[config.mk]
export PLATFORM = sky130hd
export DESIGN_NAME = traffic_timer_sensor_flat
export DESIGN_NICKNAME = d
export VERILOG_FILES = /design/src/rtl/traffic_timer_sensor_if.sv /design/src/rtl/traffic_timer_sensor.sv /design/src/flat_wrapper.sv
export SDC_FILE = /design/constraint.sdc
export NUM_CORES = 1
export LEC_CHECK = 0
export CORE_MARGIN = 1.5
export CORE_UTILIZATION = 30
export DETAILED_ROUTE_END_ITERATION = 10
export PLACE_DENSITY = 0.68
export SYNTH_ARGS = -nofsm -noshare
export SYNTH_HDL_FRONTEND = slang
export SYNTH_SLANG_ARGS = --single-unit
[constraint.sdc]
create_clock -name clk -period 3.89 [get_ports clk]
set_input_delay 0.5835 -clock clk [delete_from_list [all_inputs] [get_ports clk]]
set_output_delay 0.5835 -clock clk [all_outputs]
set_load 0.02 [all_outputs]
[src/rtl/traffic_timer_sensor_if.sv]
// traffic_timer_sensor_if: signals between the light FSM/sensor side and the timer/sensor front-end
interface traffic_timer_sensor_if #(
    parameter int CNT_W = 8
);
    logic             ST;
    logic             car_raw;
    logic             TS;
    logic             TL;
    logic             C;
    logic [CNT_W-1:0] cnt;

    modport master (
        output ST,
        output car_raw,
        input  TS,
        input  TL,
        input  C,
        input  cnt
    );

    modport slave (
        input  ST,
        input  car_raw,
        output TS,
        output TL,
        output C,
        output cnt
    );
endinterface

[src/rtl/traffic_timer_sensor.sv]
// traffic_timer_sensor: interval timer (TS/TL) and car sensor conditioning (C); CAR_DEBOUNCE_EN adds the debounce FSM
module traffic_timer_sensor #(
    parameter int SHORT_CNT = 4,
    parameter int LONG_CNT  = 16,
    parameter int CNT_W     = 8,
    parameter int DEB_CNT   = 3
) (
    input logic                  clk,
    input logic                  reset,
    traffic_timer_sensor_if.slave bus
);
    localparam logic [CNT_W-1:0] SHORT_V = CNT_W'(SHORT_CNT);
    localparam logic [CNT_W-1:0] LONG_V  = CNT_W'(LONG_CNT);

    if (SHORT_CNT < 1 || SHORT_CNT >= LONG_CNT || LONG_CNT > (2 ** CNT_W) - 1 || DEB_CNT < 1) begin : g_bad_params
        $error("traffic_timer_sensor: illegal parameter combination");
    end

    logic [CNT_W-1:0] cnt_q;
    logic             sync1;
    logic             sync2;

    // interval counter: ST restarts from zero, otherwise count up and saturate at LONG_CNT
    always_ff @(posedge clk) begin
        if (reset)
            cnt_q <= '0;
        else if (bus.ST)
            cnt_q <= '0;
        else if (cnt_q != LONG_V)
            cnt_q <= cnt_q + 1'b1;
    end

    // decoded from the register only so the light FSM's combinational ST never loops back
    assign bus.cnt = cnt_q;
    assign bus.TS  = cnt_q >= SHORT_V;
    assign bus.TL  = cnt_q >= LONG_V;

    // two-flop synchronizer for the asynchronous car sensor
    always_ff @(posedge clk) begin
        if (reset) begin
            sync1 <= 1'b0;
            sync2 <= 1'b0;
        end else begin
            sync1 <= bus.car_raw;
            sync2 <= sync1;
        end
    end

`ifdef CAR_DEBOUNCE_EN
    localparam int             DW    = (DEB_CNT < 2) ? 1 : $clog2(DEB_CNT + 1);
    localparam logic [DW-1:0]  DEB_V = DW'(DEB_CNT);
    localparam logic [DW-1:0]  ONE_V = DW'(1);

    typedef enum logic [1:0] {
        LO,
        CHK_HI,
        HI,
        CHK_LO
    } deb_state_t;

    deb_state_t    state_q;
    deb_state_t    state_d;
    logic [DW-1:0] dcnt_q;
    logic [DW-1:0] dcnt_d;

    // debounce state and stability counter registers
    always_ff @(posedge clk) begin
        if (reset) begin
            state_q <= LO;
            dcnt_q  <= '0;
        end else begin
            state_q <= state_d;
            dcnt_q  <= dcnt_d;
        end
    end

    // debounce next state: a level change must hold through DEB_CNT counting cycles to take effect
    always_comb begin
        state_d = state_q;
        dcnt_d  = dcnt_q;
        case (state_q)
            LO: begin
                if (sync2) begin
                    state_d = CHK_HI;
                    dcnt_d  = ONE_V;
                end
            end
            CHK_HI: begin
                if (!sync2)
                    state_d = LO;
                else if (dcnt_q == DEB_V)
                    state_d = HI;
                else
                    dcnt_d = dcnt_q + 1'b1;
            end
            HI: begin
                if (!sync2) begin
                    state_d = CHK_LO;
                    dcnt_d  = ONE_V;
                end
            end
            CHK_LO: begin
                if (sync2)
                    state_d = HI;
                else if (dcnt_q == DEB_V)
                    state_d = LO;
                else
                    dcnt_d = dcnt_q + 1'b1;
            end
            default: state_d = LO;
        endcase
    end

    // Moore output straight from the state register
    assign bus.C = (state_q == HI) || (state_q == CHK_LO);
`else
    assign bus.C = sync2;
`endif
endmodule

[src/flat_wrapper.sv]
// flat-port wrapper written by rule: the top's interface ports become plain ports
module traffic_timer_sensor_flat 
#(
    parameter int SHORT_CNT = 4,
    parameter int LONG_CNT  = 16,
    parameter int CNT_W     = 8,
    parameter int DEB_CNT   = 3
)
  (clk, reset, bus_ST, bus_car_raw, bus_TS, bus_TL, bus_C, bus_cnt);
  traffic_timer_sensor_if #(.CNT_W(CNT_W)) bus_i ();
  input logic clk;
  input logic reset;
  input wire logic [$bits(bus_i.ST)-1:0] bus_ST;
  input wire logic [$bits(bus_i.car_raw)-1:0] bus_car_raw;
  output wire logic [$bits(bus_i.TS)-1:0] bus_TS;
  output wire logic [$bits(bus_i.TL)-1:0] bus_TL;
  output wire logic [$bits(bus_i.C)-1:0] bus_C;
  output wire logic [$bits(bus_i.cnt)-1:0] bus_cnt;
  assign bus_i.ST = bus_ST;
  assign bus_i.car_raw = bus_car_raw;
  assign bus_TS = bus_i.TS;
  assign bus_TL = bus_i.TL;
  assign bus_C = bus_i.C;
  assign bus_cnt = bus_i.cnt;
  traffic_timer_sensor #(.SHORT_CNT(SHORT_CNT), .LONG_CNT(LONG_CNT), .CNT_W(CNT_W), .DEB_CNT(DEB_CNT)) u_core (.clk(clk), .reset(reset), .bus(bus_i));
endmodule
# [Word level (Yosys, flattened, before mapping)]
# Cells that the tools add are included.
[word_totals] reg_bits=10 input_bits=4 word_cells=8
[op_classes] addsub=1 magnitude_cmp=2 n_eq_ne=1 reduce_logical=1
[op_table] cell="adder 8 x 1 -> 8 bit, second input constant" n=1
[op_table] cell=">= comparator 8 x 3 -> 1 bit, second input constant" n=1
[op_table] cell=">= comparator 8 x 5 -> 1 bit, second input constant" n=1
[op_table] cell="!= test 8 x 5 -> 1 bit, second input constant" n=1
[op_table] cell="OR reduction 2 bit" n=1

# [Depth between registers and ports, before layout]
# Gate-level depths: netlist of the first run.
[logic_depth] ltp_word=1 ltp_mapped=5

# [Least setup slack after synthesis of the first run]
# OpenSTA, ideal clock, no wires.
[synth_timing] path_kind="register to output" startpoint="register u_core.cnt_q[5], in the netlist u_core.bus.cnt[5]" endpoint="output bus_TS" t_arrival_ps=1529 slack_ps=1777 stages_incl_launch_ff=4 n_path_buf=0 cell_sequence="dfxtp_1 -> or3_4 -> or2_1 -> or3_1"
[synth_via] elab_chain_cells=1
[synth_lines] element="start, declared" line_no="traffic_timer_sensor.sv:19" source="logic [CNT_W-1:0] cnt_q;"
[synth_lines] element="start signal, assigned" line_no="traffic_timer_sensor.sv:30" source="cnt_q <= cnt_q + 1'b1;"
[synth_lines] element=">= comparator 8 x 3 -> 1 bit" line_no="traffic_timer_sensor.sv:35" source="assign bus.TS = cnt_q >= SHORT_V;"
[synth_lines] element="end, declared" line_no="flat_wrapper.sv:15" source="output wire logic [$bits(bus_i.TS)-1:0] bus_TS;"
# No other way between the ends.

# [Final worst setup path of the first run]
# Same ends and word-level chain as after synthesis.

==> metrics.txt, run 1 <==
Final Hold Viols 0; Clock Power Share 37.0%; all-layer global routing usage 11.6%; clock sinks 10; Gates resized, CTS repair 0; total congestion overflow 0; crit path max fanout 6; H-tree depth 1; drt initial violations 7; # DRC 0; TritonCTS Buffers 3; Yosys reg bits 10; Placed Instance Area 602 um^2; GRT Max-Usage Layer met2; CTS Root Cell clkbuf_4; fmax 375 MHz; status finished clean; crit start category register; Worst setup EP type output pin; clk_skew 0.00483 ns; share of cells above drive strength 1 7.58%; max-slew violation count 0; mapped cell area 443 um^2; vias post-DR 404; GRT met1 Usage 11.7%; Net Sw Power 41.6 uW; number of I/O port buffers 14; endpoints failing setup 0; CP Class register to output pin; drt wl/cell 10.5 um; hpwl dp 605 um; yosys warns 0; DRT Pass-1 Iters 4; commonest non-fill, non-tap cell in the layout clkdlybuf4s50_1; met3 GRT Util 8.26%; Final Instance Area 624 um^2; slowest stage cell, crit path clkdlybuf4s50_1; Core ar. 1330 um^2; Leak 0.000215 uW; Slew HR 71.7%; Worst EP arrival 2.08 ns; Crit path required time 3.31 ns; initial antenna violation count 0; DR vias/cell 4.99; CP max stage delay 0.54 ns; Mapped Avg Cell Area 9.04 um^2; CTS Hold Bufs 0; nets@finish 74; Syn Inst Count 49; Int Pwr 148 uW; combinational share of power 7.1%; ANT cells 0; worst skew pair latency 0.27 ns; largest net degree at the start of global routing 9; period utilization 68.6%; Reg power frac 55.9%; PnR worst setup slack 1.22 ns; Die H 41.4 um; sequential share of the synthesized area 45.2%; Max VDD drop 0.000142 V; Setup Buffers After CTS 0; critical-path cell list or3_4 > or2_1 > or3_1 > clkdlybuf4s50_1; met2 Track Usage GR 16.9%; DIE AREA 1720 um^2; Routed Antenna Nets 0; Yosys cell types 20; first-pass GRT wire length 1430 um; RSZ-0062 raised after global routing no; Rows 13; final wirelength 852 um; Switching Fraction 22.0%; Tightest Pin Transition 0.423 ns; synthesized net count 55; number of max-cap violations 0; total power draw 189 uW; clk buf depth 2; area delta synth->final 41.0%; Placement Setup Slack 1.52 ns; commonest non-fill, non-tap cells in the layout clkdlybuf4s50_1, dfxtp_1, or3_1; final setup TNS 0 ns; Worst-path clk slew 0.06 ns; FILL cells 136; clock tree from TritonCTS yes; Die W 41.4 um; I/O Pins 15; GP Congestion 0.731; Tmin final 2.67 ns; PwrDens 303 nW/um^2; vias in the first global route 350; worst min-delay path category register to register; Starting Density 33.2%
[final cells by class]
cell class                      instances  area, um^2  share of cell area (%)
Multi-Input combinational cell         37         235                    37.7
Timing Repair Buffer                   14         140                    22.4
Tap cell                               15        18.8                    3.01
Sequential cell                        10         200                    32.1
Inverter                                2        7.51                    1.20
Clock buffer                            3        22.5                    3.61
[critical path: cells and delay by family, from the launching register on]
kind	cells	cell delay [ns]
flip-flops	1	0.35
AND/OR/NAND/NOR	3	0.94
buffers and inverters	1	0.54
[cells by family (layout without fill, tap and decap cells)]
family,count (synthesis),after routing,share of synthesized area [%]
AOI/OAI and AO/OA,10,10,12.4
xor gates and xnor gates,3,3,5.93
adders and majority gates,2,2,5.65
buffers and inverters,2,19,1.70
DFF,10,10,45.2
and+or+nand+nor,22,22,29.1
[cell usage after synthesis]
cell / count / area [um^2]
o21bai_1: 1 / 7.51
nand4_1: 1 / 6.26
o21ai_0: 4 / 20.0
xor2_1: 2 / 17.5
nand4bb_1: 1 / 11.3
ha_1: 2 / 25.0
nor3_1: 2 / 10.0
nor2_1: 3 / 11.3
a21oi_1: 4 / 20.0
inv_1: 2 / 7.51
xnor2_1: 1 / 8.76
or3_1: 5 / 31.3
or2_2: 1 / 6.26
or2_1: 1 / 6.26
nand3_1: 3 / 15.0
or3_4: 1 / 11.3
nor2b_1: 2 / 12.5
o21a_1: 1 / 7.51
nand2_1: 2 / 7.51
dfxtp_1: 10 / 200
[through the flow]
stage,util [%],cells,hold WS (ns)
finish,46.8,81,0.449
global route,46.8,81,0.459
CTS,46.8,81,0.457
detailed placement,45.1,78,0.439
global placement,45.1,78,0.428
floorplan,-,49,0.414
[metal layers]
metal  share of wire, %  vias up
li1                   -      207
met1                 47      175
met2                 42       18
met3                8.3        4
met4                2.7        0
met5                  0        -
[flip-flops by register name, summed over array words and instances, names as in the netlist]
| name | cells |
|---|---|
| u_core.bus.C | 1 |
| u_core.bus.cnt | 8 |
| u_core.sync1 | 1 |
[worst paths after layout]
kind,start,cells after the start,endpoint,slack [ns]
setup / recovery,u_core.bus.cnt[5],4,bus_TS,1.22
hold / removal,u_core.sync1,1,u_core.bus.C,0.45
setup reg to reg,u_core.bus.cnt[0],5,u_core.bus.cnt[2],2.52
hold reg to reg,u_core.sync1,1,u_core.bus.C,0.45
[power by group through the flow]
| stage | Combinational (uW) | Clock, uW | Sequential [uW] |
|---|---|---|---|
| final | 13.4 | 70.0 | 106 |
| after detailed placement | 13.5 | 0 | 108 |
| after CTS | 13.6 | 73.1 | 106 |
| after global placement | 13.3 | 0 | 108 |
| after global routing | 14.8 | 79.3 | 106 |
| after floorplan | 4.81 | 0 | 110 |
Note: power is estimated with default switching activity, not from simulation.
==> run 2: changes to the inputs <==
--- a/config.mk
+++ b/config.mk
@@ -8,7 +8,7 @@
 export CORE_MARGIN = 1.5
 export CORE_UTILIZATION = 30
 export DETAILED_ROUTE_END_ITERATION = 10
-export PLACE_DENSITY = 0.68
+export PLACE_DENSITY = 0.7
 export SYNTH_ARGS = -nofsm -noshare
 export SYNTH_HDL_FRONTEND = slang
 export SYNTH_SLANG_ARGS = --single-unit
==> constraint.sdc (replaced) <==
create_clock -name clk -period 2.35 [get_ports clk]
set_input_delay 0.3525 -clock clk [delete_from_list [all_inputs] [get_ports clk]]
set_output_delay 0.3525 -clock clk [all_outputs]
set_load 0.02 [all_outputs]
==> run 2 against run 1 <==
Compared with the run above:
- sequential power grew 65%
- setup slack got worse by 1.1 ns
- highest routed layer is now met3
- non-clock buffer count stayed put
- worst hold slack got worse by 0.0085 ns
- largest cell class unchanged
- critical endpoint unchanged
- largest power group unchanged
- power grew 83%
- critical path type unchanged
==> metrics.txt, run 2 (same netlist as run 1, synthesis figures left out) <==
status finished clean; drt wl/cell 10.5 um (-0.18%); Slew HR 75.4% (+3.7 points); Placement Setup Slack 0.196 ns (-1.32 ns); vias post-DR 401 (-0.74%); number of max-cap violations 0 (unchanged); Cell Count Post-Placement 78 (unchanged); max-slew violation count 0 (unchanged); worst skew pair latency 0.26 ns (about the same); CP top delay family simple AND/OR/NAND/NOR gates; Worst setup EP type output pin; final setup TNS 0 ns (unchanged); area delta synth->final 43.8%; Sequential Area 200 um^2 (unchanged); CTS Root Cell clkbuf_4; Core ar. 1330 um^2 (unchanged); Worst-path clk slew 0.06 ns (about the same); DIE AREA 1720 um^2 (unchanged); largest net degree at the start of global routing 9 (unchanged); total power draw 347 uW (+83%); Final Hold Viols 0 (unchanged); fmax 454 MHz; clk_skew 0.00278 ns (-0.00205 ns); Tightest Pin Transition 0.368 ns (-0.0550 ns); TritonCTS Buffers 3 (unchanged); Reg power frac 50.6% (-5.3 points); FILL cells 128 (-5.9%); final wirelength 861 um (+1.1%); Max VDD drop 0.000318 V (+120%); endpoints failing setup 0 (unchanged); max reg flops 8 (unchanged); H-tree depth 1 (unchanged); DRT Pass-1 Iters 4 (unchanged); GP Congestion 0.714 (-2.2%); CP Class register to output pin; Die W 41.4 um (unchanged); clock tree from TritonCTS yes; Routed Antenna Nets 0 (unchanged); Starting Density 33.2% (unchanged); crit path max fanout 6 (unchanged); I/O Pins 15 (unchanged); initial antenna violation count 0 (unchanged); hpwl dp 680 um (+12%); worst min-delay path category register to register; total congestion overflow 0 (unchanged); ANT cells 0 (unchanged); slowest stage cell, crit path or3_4; combinational share of power 6.5% (-0.6 points); Clock Power Share 42.9% (+5.9 points); first-pass GRT wire length 1440 um (+0.98%); period utilization 93.7%; utilization after layout 47.7% (+0.94 points); clock sinks 10 (unchanged); Worst EP arrival 1.85 ns (-0.23 ns); DR vias/cell 4.89 (-2.0%); Crit path required time 2.00 ns (-1.31 ns); number of I/O port buffers 14 (unchanged); Tmin final 2.20 ns; Int Pwr 279 uW (+89%); commonest non-fill, non-tap cells in the layout clkdlybuf4s50_1, dfxtp_1, or3_1; Leak 0.000227 uW (+5.6%); RSZ-0062 raised after global routing no; # DRC 0 (unchanged); drt initial violations 6 (-1); CP max stage delay 0.41 ns (-0.13 ns); PwrDens 544 nW/um^2 (+79%); nets@finish 74 (unchanged); critical-path cell list or3_4 > or2_1 > or3_1 > dlygate4sd2_1; Cell Count, Final, Fillers Out 82 (+1.2%); Buf/Inv on CP 1 (unchanged); area of the multi-input gates 235 um^2 (unchanged); all-layer global routing usage 10.9% (-0.71 points); Rows 13 (unchanged); commonest non-fill, non-tap cell in the layout clkdlybuf4s50_1; share of cells above drive strength 1 8.96% (+1.4 points); crit start category register; Net Sw Power 67.3 uW (+62%); clk buf depth 2 (unchanged); PnR worst setup slack 0.149 ns (-1.07 ns); vias in the first global route 351 (+0.29%); Switching Fraction 19.4% (-2.6 points); Die H 41.4 um (unchanged)
run 2: cell types whose count changed in the layout (fill, tap and decap cells not counted):
cell,delta
clkdlybuf4s50_1,-1
dlygate4sd2_1,+1
clkbuf_8,+1
run 2: worst paths after layout:
path,start,to,slack (ns),cells past startpoint
setup / recovery,u_core.bus.cnt[5],bus_TS,0.15,4
hold / removal,u_core.sync1,u_core.bus.C,0.44,1
setup reg to reg,u_core.bus.cnt[0],u_core.bus.cnt[3],0.99,5
hold reg to reg,u_core.sync1,u_core.bus.C,0.44,1
run 2: repair_timing:
action,4_1_cts,5_1_grt
hold buffers,0,0
endpoints found under the hold margin,0,0
gates resized for setup,1,0
setup buffers,0,0
setup endpoints to repair,1,0
run 2: power groups by stage:
stage	clock (uW)	sequential [uW]	combinational, uW
6_report	149	175	22.5
5_1_grt	162	176	24.8
4_1_cts	156	175	22.8
3_5_place_dp	0	179	22.8
3_3_place_gp	0	179	22.3
2_1_floorplan	0	182	7.97
run 2: through the flow:
stage,hold WS (ns),instance area [um^2]
after floorplan,0.414,443
after global routing,0.458,637
after CTS,0.444,637
after detailed placement,0.430,602
after global placement,0.424,602
final,0.441,637
run 2: layout make-up:
cell class | instances | area share, %
sequential | 10 | 31.4
timing repair buffer | 14 | 21.8
inverter | 2 | 1.18
tap | 15 | 2.95
multi-input combinational | 37 | 36.9
clock buffer | 4 | 5.70
run 2: worst reg2reg max path: cells and delay by family, from the launching register on:
family	cells	cell delay [ns]
buffers and inverters	1	0.07
adders and majority gates	1	0.15
DFF	1	0.36
AOI/OAI and AO/OA	1	0.38
and+or+nand+nor	2	0.28
run 2: per-layer routing:
| layer | track usage, % | vias to the layer above | part of all wire, % |
|---|---|---|---|
| met2 | 15.6 | 11 | 43 |
| li1 | - | 210 | - |
| met3 | 4.78 | 0 | 5.7 |
| met4 | 5.81 | 0 | 0 |
| met1 | 13.6 | 180 | 51 |
| met5 | 0 | - | 0 |
